$ cat src/rtl/mac_ctrl_fsm.sv
// Control FSM for the quadratic-equation MAC datapath: job sequencing, latency tracking and handshake.
// Optional MAC_ERR_CHECK_EN adds a sticky protocol/illegal-mode error flag; otherwise err is tied low.
//
// state    | meaning
// ST_IDLE  | waiting for the first legal sample of a job
// ST_RUN   | job active, accepting samples until last_in
// ST_FLUSH | last sample accepted, draining PIPE_LAT cycles of datapath latency
module mac_ctrl_fsm #(
   parameter int NUM_MODES = 4,
   parameter int MODE_W    = 2,
   parameter int PIPE_LAT  = 2,
   parameter int CNT_W     = 8
) (
   input  logic                 clk,
   input  logic                 reset,
   input  logic [MODE_W-1:0]    mode,
   input  logic                 valid_in,
   input  logic                 last_in,
   output logic                 ready,
   output logic [NUM_MODES-1:0] enable_mode,
   output logic [MODE_W-1:0]    result_sel,
   output logic                 valid_out,
   output logic                 done,
   output logic [CNT_W-1:0]     sample_count,
   output logic                 err
);

   localparam logic [1:0] ST_IDLE  = 2'd0;
   localparam logic [1:0] ST_RUN   = 2'd1;
   localparam logic [1:0] ST_FLUSH = 2'd2;
   localparam int FL_W = (PIPE_LAT > 1) ? $clog2(PIPE_LAT) : 1;

   logic [1:0]          state;
   logic [1:0]          next_state;
   logic [PIPE_LAT-1:0] acc_pipe;
   logic [FL_W-1:0]     flush_cnt;
   logic                stream;
   logic                mode_legal;
   logic                accept;
   logic                start;
   logic                finish;

   assign mode_legal = int'(mode) < NUM_MODES;
   assign accept     = valid_in && ready && ((state != ST_IDLE) || mode_legal);
   assign start      = accept && (state == ST_IDLE);
   assign finish     = (state == ST_FLUSH) && (flush_cnt == '0);

   always_comb begin
      next_state = state;
      case (state)
         ST_IDLE:  if (start) next_state = last_in ? ST_FLUSH : ST_RUN;
         ST_RUN:   if (accept && last_in) next_state = ST_FLUSH;
         ST_FLUSH: if (finish) next_state = ST_IDLE;
         default:  next_state = ST_IDLE;
      endcase
   end

   always_ff @(posedge clk or negedge reset) begin
      if (!reset) begin
         state        <= ST_IDLE;
         ready        <= 1'b1;
         enable_mode  <= '0;
         result_sel   <= '0;
         valid_out    <= 1'b0;
         done         <= 1'b0;
         sample_count <= '0;
         acc_pipe     <= '0;
         flush_cnt    <= '0;
         stream       <= 1'b0;
      end else begin
         state <= next_state;
         ready <= (next_state != ST_FLUSH);

         // terminal count of this down-counter marks the final strobe edge
         if (accept && last_in)
            flush_cnt <= FL_W'(PIPE_LAT - 1);
         else if ((state == ST_FLUSH) && (flush_cnt != '0))
            flush_cnt <= flush_cnt - 1'b1;

         if (start) begin
            result_sel   <= mode;
            sample_count <= CNT_W'(1);
            enable_mode  <= NUM_MODES'(1) << mode;
            stream       <= (mode == '0);
         end else begin
            if (accept && (sample_count != '1))
               sample_count <= sample_count + 1'b1;
            if (finish)
               enable_mode <= '0;
         end

         acc_pipe[0] <= accept;
         for (int i = 1; i < PIPE_LAT; i++)
            acc_pipe[i] <= acc_pipe[i-1];

         // in streaming mode the final sample's pipe strobe lands on the same edge as finish
         valid_out <= stream ? acc_pipe[PIPE_LAT-1] : finish;
         done      <= finish;
      end
   end

`ifdef MAC_ERR_CHECK_EN
   always_ff @(posedge clk or negedge reset) begin
      if (!reset)
         err <= 1'b0;
      else if (start)
         err <= 1'b0;
      else if (valid_in && (((state == ST_IDLE) && !mode_legal) || (state == ST_FLUSH)))
         err <= 1'b1;
   end
`else
   assign err = 1'b0;
`endif

endmodule

$ cat config.mk
export PLATFORM = sky130hd
export DESIGN_NAME = mac_ctrl_fsm
export DESIGN_NICKNAME = d
export VERILOG_FILES = /design/src/rtl/mac_ctrl_fsm.sv
export SDC_FILE = /design/constraint.sdc
export NUM_CORES = 1
export LEC_CHECK = 0
export ABC_AREA = 0
export CORE_MARGIN = 4
export CORE_UTILIZATION = 48
export DETAILED_ROUTE_END_ITERATION = 10
export HOLD_SLACK_MARGIN = 0.06
export PLACE_DENSITY_LB_ADDON = 0.08
export SETUP_SLACK_MARGIN = 0.4
export SYNTH_ARGS = -nofsm -noshare
export SYNTH_HDL_FRONTEND = slang
export SYNTH_SLANG_ARGS = --single-unit
$ cat constraint.sdc
create_clock -name clk -period 1.85 [get_ports clk]
set_input_delay 0.37 -clock clk [delete_from_list [all_inputs] [get_ports clk]]
set_output_delay 0.37 -clock clk [all_outputs]
set_load 0.05 [all_outputs]
==> impl_summary.md, run 1 <==
Synthesis
In this run, distinct cell masters in the synthesized netlist total 38. The post-synthesis sequential area ratio is 55.7%. The cell taking the most area after synthesis is sky130_fd_sc_hd__dfrtp_1. Synthesis handed over a netlist of 86 instances. The top-area cell type share of the netlist area is 53.1%. The most used flip-flop cell after synthesis is sky130_fd_sc_hd__dfrtp_1.

The number of enable-type register cells in the synthesized netlist is 0. After synthesis, the share of flip-flops with an asynchronous set or reset is 100%. The synthesized cell area is 0.00104 mm². The number of flip-flops and latches in the synthesized netlist is 23. By area the synthesized netlist is led by sky130_fd_sc_hd__dfrtp_1 53%, sky130_fd_sc_hd__a21oi_4 3.1%, sky130_fd_sc_hd__a32o_1 2.9%. The mean area per synthesized cell is 12.0 µm². For this run, the number of Yosys warnings is 0. Synthesis produced a netlist with a net count of 93.

Worst setup path
STA puts the critical path data required time at 2.07 ns. The slowest stage of the critical path belongs to the cell sky130_fd_sc_hd__dfstp_4. On the worst path, the slowest cell contributes a delay of 0.69 ns. The most critical setup path has its startpoint at ready$_DFF_PN1_. The setup check on the worst reg-to-reg path leaves a slack of around 0.34 ns.

The largest driver fanout on the critical path is 6. Traced cell by cell, the critical path runs through nand2_8, or3_4, mux2_2. The path type of the worst setup path is register to register. The critical path launch point type is a register.

The source of the worst register-to-register timing path is ready$_DFF_PN1_. STA classifies the critical path endpoint as a register. The worst path arrival time is 1.73 ns.

Floorplan
In this run the horizontal extent of the chip is 54.5 µm. For this configuration, the core starts out at a cell density of 51.8%. The die covers approximately 0.0030 mm².

During I/O placement, the number of pins put on the boundary was 24. Measured along the y axis, the die boundary spans 54.5 µm. The number of rows created at floorplan is 16. The floorplan step defined a core boundary enclosing 0.00200 mm².

Power and ir drop
The maximum vdd ir drop is approximately 0.0011 V. The design draws 2.21 mW. The internal power consumption is 1.22 mW. The portion of total power attributed to the clock network is 10.5%. The switching power is 0.996 mW.

The switching portion of total power is 45.0%. The power density relative to cell area is 1600 mW/mm². Combinational logic is responsible for between 50% and 60% of the overall power. For this design the static power due to leakage is 0.656 nW. Per report_power, the sequential group accounts for 37.9% of the total.

Finish
The library cell used most frequently in the layout, excluding fill and tap cells, is sky130_fd_sc_hd__dfrtp_1. The filler cell count in the final layout is 150. After routing the design area is approximately 0.0014 mm². Of the cells placed in the final design, the portion with a size suffix greater than 1 is 40.2%. The number of cells in the finished layout apart from fillers is 144. The net count reported at finish is 125. In the layout the commonest cells are 19 x sky130_fd_sc_hd__dfrtp_1, 18 x sky130_fd_sc_hd__buf_4, 8 x sky130_fd_sc_hd__nor2_1.

Cells fill 68.9% of the core in the end. The number of inserted diodes is 0. The area added between synthesis and finish is 33.1%.

Global routing
The number of antenna violations at the first check in global routing is 0. The maximum number of pins on one net before global-route repair is 24. The global-route total usage across every layer is 16.0%. The first global-routing pass estimated 3.37 mm of wire. The total overflow left after global routing is 0. The via count of the first global-routing pass is 737.

Clocking
The cell at the root of the clock tree is sky130_fd_sc_hd__clkbuf_4. For the worst-skew pair, the clock arrives at the later sink with an insertion delay of between 0.3 and 0.4 ns. The TritonCTS clock tree is yes.

The number of hold buffers added after CTS was 0. The buffer depth of the longest clock path is 2. The number of H-tree branching levels is 1. The count of clock tree sinks is 23. The post-CTS clock slew at the launch and capture registers of the worst setup and hold paths is 0.13 ns. The number of clock buffers added by TritonCTS is 3.

Route
The count of antenna-violating nets left after detailed routing is 0. The routed layout has 783 vias. The number of violations reported at the end of detailed-routing iteration 0 is 23.

In the final routed layout, each cell accounts on average for 13.9 µm. After detailed routing, the number of vias per cell comes to 5.44. The total iterations of the first detailed-routing run is 4. The wire length reported by the detailed router is roughly 2 mm. The remaining routing DRC violations is 0.

Place
The half-perimeter wire length after detailed placement is 1.41 mm. Buffers placed on the I/O ports in this run total 22. Before CTS, the worst setup slack after placement is 0.0398 ns. The placed instance area is between 0.001 and 0.0015 mm². The routability congestion estimate is 0.833. In this run, placement finished with an instance count of 135.

Run status
The run finished with clean final reports.

Job
The max capacitance violation total is 0.

Timing
The accumulated negative setup slack is 0 ns. The final number of hold-violating endpoints is 0. The number of max-slew violations in the final report is 0. For this run, the top clock speed supported by timing is 661 MHz.

After layout, the worst setup slack is between 0.3 and 0.4 ns. The post-route fraction of the period consumed by the critical path is 81.7%. Setup violations remaining at the end of the flow were counted as 0. Setup repair after global routing could not meet its margin everywhere.

The hold slack is 0.364 ns. Subtracting the final worst setup slack from the clock period gives approximately 1.5 ns. On the final layout, the worst clock skew is 0.0106 ns.

Hold path
The worst min-delay path startpoint is acc_pipe[0]$_DFF_PN0_. The worst min-delay path category is register to register.
cells by family after synthesis:
logic type,count (synthesis),synth area share [%]
other,1,0.362
and+or+nand+nor,31,17.8
muxes,2,2.17
xor gates and xnor gates,2,1.69
AOI/OAI and AO/OA,20,18.2
adders and majority gates,1,1.21
DFF,23,55.7
buffers and inverters,6,2.90
worst paths after layout:
path / end / depth (start not counted)
worst min-delay path: acc_pipe[1]$_DFF_PN0_ / 0
worst min register to register: acc_pipe[1]$_DFF_PN0_ / 0
worst max-delay path: result_sel[1]$_DFFE_PN0N_ / 3
max in group asynchronous: ready$_DFF_PN1_ / 2
min in group asynchronous: result_sel[0]$_DFFE_PN0N_ / 2
worst max register to register: result_sel[1]$_DFFE_PN0N_ / 3
power groups by stage:
stage / clock network, mW / registers [mW] / logic, mW
4_1_cts: 0.237 / 0.832 / 1.10
3_5_place_dp: 0 / 0.857 / 1.05
5_1_grt: 0.260 / 0.867 / 1.22
3_3_place_gp: 0 / 0.850 / 1.04
2_1_floorplan: 0 / 1.21 / 0.352
6_report: 0.232 / 0.838 / 1.14
area by class of cell:
type	instances	area (µm²)	area share, %
Clock buffer	3	22.5	1.63
Clock inverter	1	5.00	0.363
Inverter	4	15.0	1.09
Multi-Input combinational cell	57	465	33.8
Sequential cell	23	584	42.4
Tap cell	27	33.8	2.45
Timing Repair Buffer	29	253	18.3
layer usage:
metal	GRT usage (%)	vias up	wire length (µm)
li1	-	373	-
met1	23.4	375	953
met2	23.1	30	852
met3	2.72	5	149
met4	7.47	0	40
met5	0	-	0
critical path, delay by kind of cell (launching register included):
| family | cells | cell delay, ns |
|---|---|---|
| DFF | 1 | 0.69 |
| and+or+nand+nor | 2 | 0.45 |
| muxes | 1 | 0.28 |
synth_stat cells, types with 2 or more instances:
master                      count
sky130_fd_sc_hd__dfrtp_1       22
sky130_fd_sc_hd__nor2_1         8
sky130_fd_sc_hd__nand2_1        5
sky130_fd_sc_hd__inv_1          4
sky130_fd_sc_hd__a32o_1         3
sky130_fd_sc_hd__a21o_1         2
sky130_fd_sc_hd__a21oi_4        2
sky130_fd_sc_hd__a221o_1        2
sky130_fd_sc_hd__a22o_2         2
sky130_fd_sc_hd__and3_1         2
sky130_fd_sc_hd__buf_4          2
sky130_fd_sc_hd__mux2_2         2
sky130_fd_sc_hd__nand3_1        2
sky130_fd_sc_hd__nor3_1         2
sky130_fd_sc_hd__o2bb2ai_1      2
sky130_fd_sc_hd__xnor2_1        2
flip-flops by register name, indices dropped and copies added (netlist names), 2 cells and up:
| name | cells |
|---|---|
| sample_count | 8 |
| state | 2 |
| result_sel | 2 |
| acc_pipe | 2 |
| enable_mode | 4 |
what timing repair did:
action / in CTS / in global routing
endpoints found under the setup margin: 15 / 19
endpoints found under the hold margin: 0 / 0
setup buffers: 3 / 2
pin swaps: 0 / 1
resized for setup: 6 / 9
Note: power is estimated with default switching activity, not from simulation.
==> run 2: changes to the inputs <==
==> constraint.sdc (replaced) <==
create_clock -name clk -period 1.6 [get_ports clk]
set_input_delay 0.32 -clock clk [delete_from_list [all_inputs] [get_ports clk]]
set_output_delay 0.32 -clock clk [all_outputs]
set_load 0.05 [all_outputs]
==> impl_summary.md, run 2 (synthesized netlist as in run 1, its figures left out) <==
Run status
Outcome: completed (unchanged).

Global routing
The number of antenna violations at the first check in global routing is 0 (unchanged). The aggregate global routing overflow is 0 (unchanged). The maximum number of pins on one net before global-route repair is 24 (unchanged). The via count of the first global-routing pass is 833 (was 737). The first-pass GRT wire length is 3.84 mm (was 3.37 mm). The global-route total usage across every layer is 19.0% (was 16.0%).

Finish
The final design area excluding fillers is 0.00176 mm² (was 0.00138 mm²). Highest-count cells in the layout ignoring fill and taps: 25 x sky130_fd_sc_hd__buf_4, 17 x sky130_fd_sc_hd__dfrtp_1, 15 x sky130_fd_sc_hd__buf_6 (was 19 x sky130_fd_sc_hd__dfrtp_1, 18 x sky130_fd_sc_hd__buf_4, 8 x sky130_fd_sc_hd__nor2_1). Largest regs: sample_count x8, enable_mode x4 (unchanged). The top register by number of flip-flops was sample_count (unchanged). The most common cell after layout, fill and taps aside is sky130_fd_sc_hd__buf_4 (was sky130_fd_sc_hd__dfrtp_1).

The number of cells in the finished layout apart from fillers is 169 (was 144). The number of flip-flops in the largest register is 8 (unchanged). The fraction of layout cells with a size suffix above 1 is 57.0% (was 40.2%). The area added between synthesis and finish is 69.4% (was 33.1%). The net count reported at finish is 150 (was 125).

The number of inserted diodes is 0 (unchanged).

Floorplan
The initial standard-cell utilization of the core is 51.8% (unchanged). The die outline width is 54.5 µm (unchanged). The die outline height came to 54.5 µm (unchanged).

The number of primary I/O pins is 24 (unchanged). The die outline area was 0.00297 mm² (unchanged). The number of rows created at floorplan is 16 (unchanged). The standard cell core area is 0.00200 mm² (unchanged).

Clocking
The cell at the root of the clock tree is sky130_fd_sc_hd__clkbuf_4 (unchanged). The TritonCTS buffer count was 3 (unchanged). The clock latency of the later-clocked register in the worst-skew pair is 0.32 ns (about the same). The TritonCTS clock tree is yes (unchanged). The post-CTS clock slew at the launch and capture registers of the worst setup and hold paths was 0.13 ns (about the same). The number of H-tree branching levels was 1 (unchanged).

The buffer depth of the longest clock path came to 2 (unchanged). The count of clock tree sinks was 23 (unchanged). The hold-fix buffer count after cts is 0 (unchanged).

Route
The count of antenna-violating nets left after detailed routing is 0 (unchanged). The detailed-route vias per instance was 5.43 (was 5.44). The total vias in the final route was 917 (was 783). The average routed wire per standard cell is 15.4 µm (was 13.9 µm).

The total iterations of the first detailed-routing run is 4 (unchanged). The number of violations reported at the end of detailed-routing iteration 0 came to 14 (was 23). The wire length reported by the detailed router is 2.60 mm (was 2.00 mm). The remaining routing DRC violations is 0 (unchanged).

Place
The count of placed standard cells including taps is 147 (was 135). The placed instance area is 0.00150 mm² (was 0.00130 mm²). The number of port buffers is 22 (unchanged). The routability congestion estimate is 0.788 (was 0.833). The worst slack at placement is -0.206 ns (was 0.0398 ns). The half-perimeter wire length after detailed placement is 1.55 mm (was 1.41 mm).

Timing
The final number of setup-violating endpoints was 0 (unchanged). The post-route fraction of the period consumed by the critical path is 96.8% (was 81.7%). The final number of hold-violating endpoints is 0 (unchanged).

The worst path setup slack after routing is 0.0509 ns (was 0.338 ns). The hold slack is 0.352 ns (was 0.364 ns). The clock skew after layout is 0.00408 ns (was 0.0106 ns). The maximum clock rate is 646 MHz (was 661 MHz). Unrepaired setup endpoints after global routing: true (unchanged). The number of max-slew violations in the final report is 0 (unchanged). The time the worst path needs with I/O delays and setup is 1.55 ns (was 1.51 ns).

Worst setup path
The biggest cell delay along the critical path was 0.69 ns (about the same). The cell with the largest stage delay on the worst path is sky130_fd_sc_hd__dfstp_4 (unchanged). The worst path required time is 1.82 ns (was 2.07 ns). The path type of the worst setup path is register to register (unchanged). The worst path arrival time is 1.77 ns (was 1.73 ns). The sort of element at the end of the critical path is a register (unchanged). The critical path launch point type is a register (unchanged). Cell chain of the critical path: nand2_8, nor3_4, buf_6, nor2_2, a221o_1 (was nand2_8, or3_4, mux2_2). The largest driver fanout on the critical path is 5 (was 6).

Power and ir drop
The power density relative to cell area is 1740 mW/mm² (was 1600 mW/mm²). The maximum vdd ir drop is 0.00127 V (was 0.00105 V). The static power due to leakage is 0.822 nW (was 0.656 nW).

Hold path
The worst min-delay path category is input pin to async pin (was register to register).

Job
The max capacitance violation total was 0 (unchanged).
[run 2: path summary, 6_finish.rpt]
check	start	endpoint	slack, ns	cells after the start
setup reg to reg	ready$_DFF_PN1_	sample_count[2]$_DFFE_PN0P_	0.05	5
hold / removal	reset	result_sel[0]$_DFFE_PN0N_	0.35	2
hold reg to reg	acc_pipe[0]$_DFF_PN0_	acc_pipe[1]$_DFF_PN0_	0.37	0
max in group asynchronous	reset	ready$_DFF_PN1_	0.97	2
min in group clk	acc_pipe[0]$_DFF_PN0_	acc_pipe[1]$_DFF_PN0_	0.37	0
setup / recovery	ready$_DFF_PN1_	sample_count[2]$_DFFE_PN0P_	0.05	5
[run 2: critical path, delay by kind of cell (launching register included)]
kind / cells / cell delay [ns]
simple gates: 3 / 0.33
buf+inv: 1 / 0.13
flops: 1 / 0.69
compound gates: 1 / 0.31
[run 2: layout make-up]
cell class              count  area (µm²)
multi-input cells          57         500
clock inverters             1        7.51
repair buffers             54         587
clock buffers               3        22.5
flip-flops and latches     23         587
inverters                   4        17.5
well taps                  27        33.8
fillers                    86         246
[run 2: power by group]
| group | internal, mW | switching, mW | total [mW] |
|---|---|---|---|
| sequential | 0.786 | 0.209 | 0.996 |
| clock | 0.0957 | 0.185 | 0.280 |
| combinational | 0.868 | 0.908 | 1.78 |
[run 2: per-stage QoR]
step                TNS [ns]  total power, mW  util (%)
floorplan             -0.191             1.82         -
global placement       -1.83             2.42      74.9
detailed placement     -2.13             2.44      74.9
CTS                        0             2.88      82.9
global route               0             3.21      87.7
finish                     0             3.05      87.7
[run 2: layer usage]
| layer | track usage [%] | up-vias | part of all wire, % |
|---|---|---|---|
| li1 | - | 429 | - |
| met3 | 3.54 | 5 | 5.3 |
| met4 | 12.4 | 0 | 2.5 |
| met5 | 0 | - | 0 |
| met2 | 29.7 | 29 | 50 |
| met1 | 23.9 | 454 | 42 |
[run 2: what timing repair did]
item                       4_1_cts  5_1_grt
setup buffers                    9        9
pin swaps                        6        3
hold endpoints to repair         0        0
gates resized for setup         18        7
setup endpoints to repair       35       36
